$ cat src/rtl/ex_mem_stage_ctrl.sv
// EX/MEM pipeline stage: ALU results pass to the MEM/WB boundary in one cycle,
// load/store instructions run over a ready-based data-memory handshake with timeout.
module ex_mem_stage_ctrl #(
  parameter int MAX_WAIT = 15,
  parameter int COUNT_W  = 8
) (
  input  logic        clk,
  input  logic        reset,
  input  logic        ex_valid_in,
  input  logic        reg_write_enable_in,
  input  logic        mem_enable_in,
  input  logic        mem_rw_in,
  input  logic        mem_to_reg_select_in,
  input  logic        mem_size_in,
  input  logic [31:0] alu_result_in,
  input  logic [31:0] store_data_in,
  input  logic [3:0]  rd_in,
  input  logic        dmem_ready,
  input  logic [31:0] dmem_rdata,
  output logic        dmem_req,
  output logic        dmem_we,
  output logic [31:0] dmem_addr,
  output logic [31:0] dmem_wdata,
  output logic [3:0]  dmem_byte_en,
  output logic        stall_out,
  output logic        wb_valid_out,
  output logic        reg_write_enable_out,
  output logic        mem_to_reg_select_out,
  output logic [31:0] alu_result_out,
  output logic [31:0] load_data_out,
  output logic [3:0]  rd_out,
  output logic        mem_fault_out,
  output logic        o_dbg_state
);

  typedef enum logic {
    ST_IDLE   = 1'b0,
    ST_ACCESS = 1'b1
  } state_t;

  localparam logic [COUNT_W-1:0] LP_LAST_WAIT = COUNT_W'(MAX_WAIT - 1);

  state_t             r_state;
  state_t             w_state_nxt;
  logic [COUNT_W-1:0] r_cnt;

  // Controls of the memory instruction in flight, replayed at writeback.
  logic        r_lat_rwe;
  logic        r_lat_m2r;
  logic        r_lat_rw;
  logic        r_lat_size;
  logic [31:0] r_lat_alu;
  logic [3:0]  r_lat_rd;

  logic        w_access;
  logic        w_issue;
  logic        w_last_wait;
  logic        w_timeout;
  logic [31:0] w_req_addr;
  logic [3:0]  w_req_be;
  logic [31:0] w_req_wdata;
  logic [7:0]  w_load_byte;

  // Handshake: dmem_req is high from the cycle after issue until the cycle in
  // which dmem_ready=1 is seen (or the wait budget runs out); addr/we/wdata/
  // byte_en are stable while dmem_req is high, and dmem_ready/dmem_rdata are
  // only looked at while dmem_req is high.
  assign w_access    = (r_state == ST_ACCESS);
  assign w_issue     = (r_state == ST_IDLE) && ex_valid_in && mem_enable_in;
  assign w_last_wait = (r_cnt == LP_LAST_WAIT);
  assign w_timeout   = w_access && !dmem_ready && w_last_wait;

  assign dmem_req    = w_access;
  assign o_dbg_state = w_access;
  assign stall_out   = reset && (w_issue || (w_access && !dmem_ready && !w_last_wait));

  always_comb begin
    w_state_nxt = r_state;
    case (r_state)
      ST_IDLE:   if (w_issue) w_state_nxt = ST_ACCESS;
      ST_ACCESS: if (dmem_ready || w_last_wait) w_state_nxt = ST_IDLE;
    endcase
  end

  always_comb begin
    w_req_addr  = {alu_result_in[31:2], 2'b00};
    w_req_be    = 4'b1111;
    w_req_wdata = store_data_in;
    if (mem_size_in) begin
      w_req_addr  = alu_result_in;
      w_req_be    = 4'b0001 << alu_result_in[1:0];
      w_req_wdata = {4{store_data_in[7:0]}};
    end
  end

  always_comb begin
    w_load_byte = dmem_rdata[7:0];
    case (r_lat_alu[1:0])
      2'd0: w_load_byte = dmem_rdata[7:0];
      2'd1: w_load_byte = dmem_rdata[15:8];
      2'd2: w_load_byte = dmem_rdata[23:16];
      2'd3: w_load_byte = dmem_rdata[31:24];
    endcase
  end

  always_ff @(posedge clk or negedge reset) begin
    if (!reset) begin
      r_state <= ST_IDLE;
      r_cnt   <= '0;
    end else begin
      r_state <= w_state_nxt;
      if (w_issue) begin
        r_cnt <= '0;
      end else if (w_access && !dmem_ready && !w_last_wait) begin
        r_cnt <= r_cnt + COUNT_W'(1);
      end
    end
  end

  always_ff @(posedge clk or negedge reset) begin
    if (!reset) begin
      dmem_we      <= 1'b0;
      dmem_addr    <= '0;
      dmem_wdata   <= '0;
      dmem_byte_en <= '0;
      r_lat_rwe    <= 1'b0;
      r_lat_m2r    <= 1'b0;
      r_lat_rw     <= 1'b0;
      r_lat_size   <= 1'b0;
      r_lat_alu    <= '0;
      r_lat_rd     <= '0;
    end else if (w_issue) begin
      dmem_we      <= mem_rw_in;
      dmem_addr    <= w_req_addr;
      dmem_wdata   <= w_req_wdata;
      dmem_byte_en <= w_req_be;
      r_lat_rwe    <= reg_write_enable_in;
      r_lat_m2r    <= mem_to_reg_select_in;
      r_lat_rw     <= mem_rw_in;
      r_lat_size   <= mem_size_in;
      r_lat_alu    <= alu_result_in;
      r_lat_rd     <= rd_in;
    end
  end

  always_ff @(posedge clk or negedge reset) begin
    if (!reset) begin
      wb_valid_out          <= 1'b0;
      reg_write_enable_out  <= 1'b0;
      mem_to_reg_select_out <= 1'b0;
      alu_result_out        <= '0;
      load_data_out         <= '0;
      rd_out                <= '0;
    end else begin
      wb_valid_out         <= 1'b0;
      reg_write_enable_out <= 1'b0;
      if (r_state == ST_IDLE) begin
        if (ex_valid_in && !mem_enable_in) begin
          wb_valid_out          <= 1'b1;
          reg_write_enable_out  <= reg_write_enable_in;
          mem_to_reg_select_out <= mem_to_reg_select_in;
          alu_result_out        <= alu_result_in;
          rd_out                <= rd_in;
        end
      end else if (dmem_ready || w_timeout) begin
        // A timed-out access still retires, but never writes the register file.
        wb_valid_out          <= 1'b1;
        reg_write_enable_out  <= dmem_ready ? r_lat_rwe : 1'b0;
        mem_to_reg_select_out <= r_lat_m2r;
        alu_result_out        <= r_lat_alu;
        rd_out                <= r_lat_rd;
        if (dmem_ready && !r_lat_rw) begin
          load_data_out <= r_lat_size ? {24'b0, w_load_byte} : dmem_rdata;
        end
      end
    end
  end

  always_ff @(posedge clk or negedge reset) begin
    if (!reset) begin
      mem_fault_out <= 1'b0;
    end else if (w_timeout) begin
      mem_fault_out <= 1'b1;
    end
  end

endmodule

$ cat config.mk
export PLATFORM = sky130hd
export DESIGN_NAME = ex_mem_stage_ctrl
export DESIGN_NICKNAME = d
export VERILOG_FILES = /design/src/rtl/ex_mem_stage_ctrl.sv
export SDC_FILE = /design/constraint.sdc
export NUM_CORES = 1
export LEC_CHECK = 0
export CORE_ASPECT_RATIO = 1.4
export CORE_MARGIN = 3
export CORE_UTILIZATION = 51
export CTS_BUF_LIST = sky130_fd_sc_hd__clkbuf_8
export DETAILED_ROUTE_END_ITERATION = 7
export HOLD_SLACK_MARGIN = 0.15
export PLACE_DENSITY = 0.89
export SETUP_SLACK_MARGIN = 0.2
export SLEW_MARGIN = 20
export SYNTH_ARGS = -nofsm -noshare
export SYNTH_HDL_FRONTEND = slang
export SYNTH_SLANG_ARGS = --single-unit
export TNS_END_PERCENT = 5
$ cat constraint.sdc
create_clock -name clk -period 3.1 [get_ports clk]
set_input_delay 0.62 -clock clk [delete_from_list [all_inputs] [get_ports clk]]
set_output_delay 0.62 -clock clk [all_outputs]
set_load 0.01 [all_outputs]
=== After elaboration in Yosys (flattened, before gate mapping) ===
Index checks and enable logic that the tools add are counted.

* $add $sub $neg: 1
* Equality and inequality tests: 5
* Shift-type cells: 1
* Mux-type cells: 26
* Bitwise operators: 1
* Reduce and logical (&&, ||, !) cells: 20

{| class="wikitable"
|+ Operator list
! operator !! count
|-
| $mux 32 || 5
|-
| $pmux 8 s4 || 1
|-
| $mux 4 || 4
|-
| $mux 8 || 2
|-
| $mux 1 || 12
|-
| $add 8x1->8 const B || 1
|-
| $eq 8x4->1 const B || 1
|-
| $logic_and 1x1->1 || 8
|-
| $eq 2x2->1 const B || 2
|-
| $logic_not 1->1 || 4
|-
| $reduce_bool 2->1 || 2
|-
| $shl 1x2->4 const A || 1
|-
| $logic_or 1x1->1 || 3
|-
| $reduce_and 3->1 || 1
|-
| $eq 2x1->1 const B || 1
|-
| $logic_not 2->1 || 1
|-
| $mux 2 || 1
|-
| $ne 2x1->1 const B || 1
|-
| $pmux 1 s2 || 1
|-
| $reduce_and 2->1 || 1
|-
| $not 1->1 || 1
|}

* Register bits after elaboration: 189
* Bits of input ports: 109
* Output and inout bits: 144
* Logic and storage cells: 72

=== Longest topological paths before layout ===
* Depth in word-level cells: 6
* Mapped depth: 8

=== Worst setup path after synthesis ===
No wires, ideal clock.

* Path type: in2out
* Start point: in ex_valid_in
* End point: out stall_out
* Data arrival time: 1.303 ns
* Path slack: 1.177 ns
* Stages: 5
* Path through: nand2_1 -> or2_2 -> clkbuf_1 -> nand2b_1 -> and2_1

* Cells in the longest elaborated chain, start to end: 4

{| class="wikitable"
|+ RTL lines
! what !! RTL line !! text
|-
| from (decl) || 9 || <nowiki>input logic ex_valid_in,</nowiki>
|-
| $logic_and 1x1->1 (2 in a row) || 69 || <nowiki>assign w_issue = (r_state == ST_IDLE) && ex_valid_in && mem_enable_in;</nowiki>
|-
| $logic_or 1x1->1 || 75 || <nowiki>assign stall_out = reset && (w_issue || (w_access && !dmem_ready && !w_last_wait));</nowiki>
|-
| $logic_and 1x1->1 || 75 ||
|-
| to (decl) || 25 || <nowiki>output logic stall_out,</nowiki>
|}

Every way passes these cells.

=== Worst setup path after layout ===
* Start point: reg r_cnt[0]
* End point: out stall_out

* Cells in the longest elaborated chain, start to end: 5

{| class="wikitable"
|+ RTL lines
! what !! RTL line !! text
|-
| from (decl) || 45 || <nowiki>logic [COUNT_W-1:0] r_cnt;</nowiki>
|-
| from (signal assigned) || 115 || <nowiki>r_cnt <= r_cnt + COUNT_W'(1);</nowiki>
|-
| $eq 8x4->1 || 70 || <nowiki>assign w_last_wait = (r_cnt == LP_LAST_WAIT);</nowiki>
|-
| $logic_not 1->1 || 75 ||
|-
| $logic_and 1x1->1 || 75 ||
|-
| $logic_or 1x1->1 || 75 ||
|-
| $logic_and 1x1->1 || 75 ||
|}

Every way passes these cells.

==> results.json <==
{
  "crit_fanout": 3,
  "critical_path_required_ps": 2480,
  "final_antenna_net_count": 0,
  "cp-start-kind": "flop",
  "cap_violations": 0,
  "postSynthRegisterBits": 159,
  "synth_area_um2": 7260,
  "power_switching_mw": 2.10,
  "status": "completed",
  "syn_to_final_growth_pct": 39.2,
  "dieHeight_um": 147,
  "timing.final.crit_period_ps": 2480,
  "timing.slew.headroom": 0.325,
  "std_cell_rows": 51,
  "cts.root.buffer_cell": "sky130_fd_sc_hd__clkbuf_8",
  "core-area_um2": 13900,
  "critical_path.top_delay_family": "simple AND/OR/NAND/NOR gates",
  "data_arrival_time_of_the_critical_path_ps": 1860,
  "combPwrFrac": 0.338,
  "hpwlAfterDp_mm": 14.1,
  "rsz_0062_raised_after_global_routing": "false",
  "finalClockSkew_ps": 15.6,
  "path_class": "flop to primary output",
  "clock-sinks": 159,
  "vias": 6008,
  "setup-tns-final_ps": 0,
  "main_flop_type_after_synthesis": "sky130_fd_sc_hd__dfrtp_1",
  "worst-r2r-setup-slack_ps": 980,
  "insertedDiodeCount": 0,
  "hold_violations": 0,
  "worstSkewPairLatency_ps": 420,
  "end_kind": "primary output",
  "worst_pin_slew_ps": 1010,
  "drt_drc_violations_left": 0,
  "synth_seq_area_share": 0.548,
  "tritoncts": "done",
  "drtIter0Drc": 285,
  "async_flop_share": 1.00,
  "min-delay-path-class": "input pin to asynchronous set/reset pin",
  "boundaryPins": 253,
  "power.sequential.fraction": 0.432,
  "finalCritPeriodShare": 0.799,
  "grt_pass1_vias": 6240,
  "grt_start_max_net_pins": 160,
  "syn_nets": 858,
  "power.share.switching": 0.316,
  "postCtsHoldBufs": 0,
  "syn-instance-count": 747,
  "design_power_total_mw": 6.64,
  "synthDominantCellAreaShare": 0.548,
  "max_freq_ghz": 0.404,
  "mean_instance_size_in_the_synthesized_netlist_um2": 9.72,
  "clock_tree.buffer_depth": 2,
  "start_util": 0.522,
  "synth_warnings": 0,
  "synth_edf_count": 0,
  "avgViaCountPerCell": 5.23,
  "design.die.area_um2": 15700,
  "final_nets": 1062,
  "first_pass_grt_wire_length_mm": 32.5,
  "clock_power_share": 0.230,
  "wl_mm": 20.1,
  "synth_top_area_cell": "sky130_fd_sc_hd__dfrtp_1",
  "clk_pin_slew_ps": 80,
  "internal_power_mw": 4.54,
  "drive_gt1_frac": 0.0747,
  "synthMostInstantiatedCell": "sky130_fd_sc_hd__nand2_1",
  "worst-path-buf-inv": 2,
  "report.final.setup_viol": 0,
  "drt_pass1_iterations": 4,
  "cp_slowest_cell": "sky130_fd_sc_hd__dfrtp_1",
  "power.static_leakage_nw": 4.65,
  "cts_h_tree_depth": 4,
  "synthTopCellsByArea": "sky130_fd_sc_hd__dfrtp_1 (55%), sky130_fd_sc_hd__nand2_1 (12%), sky130_fd_sc_hd__mux2i_1 (10%)",
  "ys_types": 35,
  "ir_worst_vdd_v": 0.000410,
  "all_layer_gr_usage": 0.260,
  "io_buffers": 252,
  "cpPeakStageDelay_ps": 390,
  "wl_per_cell_um": 17.5,
  "die_w_um": 107,
  "timing.final.max_slew_violations": 0,
  "tritoncts.num_buffers": 17,
  "commonest_cells_in_the_netlist": "sky130_fd_sc_hd__nand2_1 (240), sky130_fd_sc_hd__dfrtp_1 (159), sky130_fd_sc_hd__o21ai_0 (90), sky130_fd_sc_hd__mux2i_1 (73), sky130_fd_sc_hd__buf_4 (32)",
  "timing.critical_path.cells": "inv_1 > ha_1 > nor3b_4 > a21oi_4 > nand2b_1 > and2_1 > dlymetal6s2s_1",
  "power_density_nw_per_um2": 656,
  "grt_antenna_before_repair": 0,
  "grt_overflow_total": 0,
  "routabilityCongestion": 0.871
}
[registers in the layout, indices dropped and copies added (netlist names)]
| name | cells |
|---|---|
| r_cnt | 8 |
| rd_out | 4 |
| r_lat_alu | 2 |
| dmem_byte_en | 4 |
| r_lat_rwe | 1 |
| load_data_out | 32 |
| mem_fault_out | 1 |
| dmem_req | 1 |
| reg_write_enable_out | 1 |
| r_lat_rd | 4 |
| r_lat_size | 1 |
| wb_valid_out | 1 |
| dmem_addr | 32 |
| r_lat_rw | 1 |
| dmem_wdata | 32 |
| alu_result_out | 32 |
| mem_to_reg_select_out | 1 |
| r_lat_m2r | 1 |
[power groups by stage]
stage	Clock, mW	Sequential, mW	Combinational, mW
final	1.53	2.87	2.24
after global routing	1.67	2.93	2.41
after CTS	1.57	2.87	2.26
after detailed placement	0	2.91	2.25
after global placement	0	2.88	2.18
after floorplan	0	3.02	0.853
[layout by cell type (no fill, tap or decap), drive strengths merged]
| cell type | count |
|---|---|
| xor2 | 2 |
| o21ai | 109 |
| nand2b | 5 |
| and3b | 1 |
| dlymetal6s2s | 1 |
| nor3b | 1 |
| dfrtp | 159 |
| clkinvlp | 5 |
| inv | 7 |
| mux2i | 73 |
| buf | 16 |
| a41o | 1 |
| clkinv | 2 |
| nand4 | 4 |
| nand3b | 25 |
| o21a | 1 |
| a31oi | 3 |
| ha | 2 |
| or2 | 2 |
| clkdlybuf4s50 | 249 |
| o22ai | 8 |
| nand2 | 240 |
| and2 | 2 |
| and4bb | 1 |
| or4 | 1 |
| a21oi | 9 |
| nor2 | 7 |
| nand3 | 3 |
| and4b | 1 |
| o211ai | 2 |
| clkbuf | 19 |
| nor2b | 1 |
| bufinv | 2 |
[repair_timing]
item	in CTS	in global routing
endpoints found under the hold margin	0	0
pin swaps	0	0
gates resized for setup	1	1
setup endpoints to repair	1	1
setup buffers	0	1
[per-stage QoR]
stage / util / setup slack [ps] / cells / instance area, um2 / hold WS, ps
6_report: 0.727 / 625 / 1149 / 10100 / 308
5_1_grt: 0.727 / 498 / 1149 / 10100 / 435
4_1_cts: 0.726 / 222 / 1148 / 10100 / 405
3_5_place_dp: 0.697 / 235 / 1116 / 9690 / 455
3_3_place_gp: 0.697 / 258 / 1116 / 9690 / 449
2_1_floorplan: - / 1180 / 747 / 7260 / 324
[layout make-up]
type	instances	area [um2]
repair buffers	266	2650
clock buffers	19	262
well taps	185	231
clock inverters	13	140
multi-input cells	504	2840
flip-flops and latches	159	3980
fillers	1049	3800
inverters	3	11.3
[final timing paths]
path                                        from           endpoint  depth (start not counted)
worst min-delay path                       reset          r_lat_rwe                          2
max in group asynchronous                  reset           dmem_req                          2
min in group clk                load_data_out[9]   load_data_out[9]                          2
worst max-delay path                    r_cnt[0]          stall_out                          7
worst max register to register          r_cnt[0]  alu_result_out[3]                          8
worst min register to register  load_data_out[9]   load_data_out[9]                          2
[kinds of logic after synthesis]
| group | count (synthesis) | share of synthesized area |
|---|---|---|
| buffers and inverters | 84 | 0.0655 |
| flip-flops | 159 | 0.548 |
| multiplexers | 73 | 0.101 |
| AO/OA/AOI/OAI | 133 | 0.106 |
| XOR/XNOR | 2 | 0.00241 |
| adder cells (fa/ha/maj) | 2 | 0.00344 |
| AND/OR/NAND/NOR | 294 | 0.175 |
[metal layers]
layer / global-route usage / wire [um] / up-vias
met2: 0.468 / 10800 / 186
met3: 0.0514 / 938 / 43
met5: 0 / 0 / -
met1: 0.306 / 7690 / 2905
met4: 0.0909 / 656 / 0
li1: - / - / 2874
Note: power is estimated with default switching activity, not from simulation.
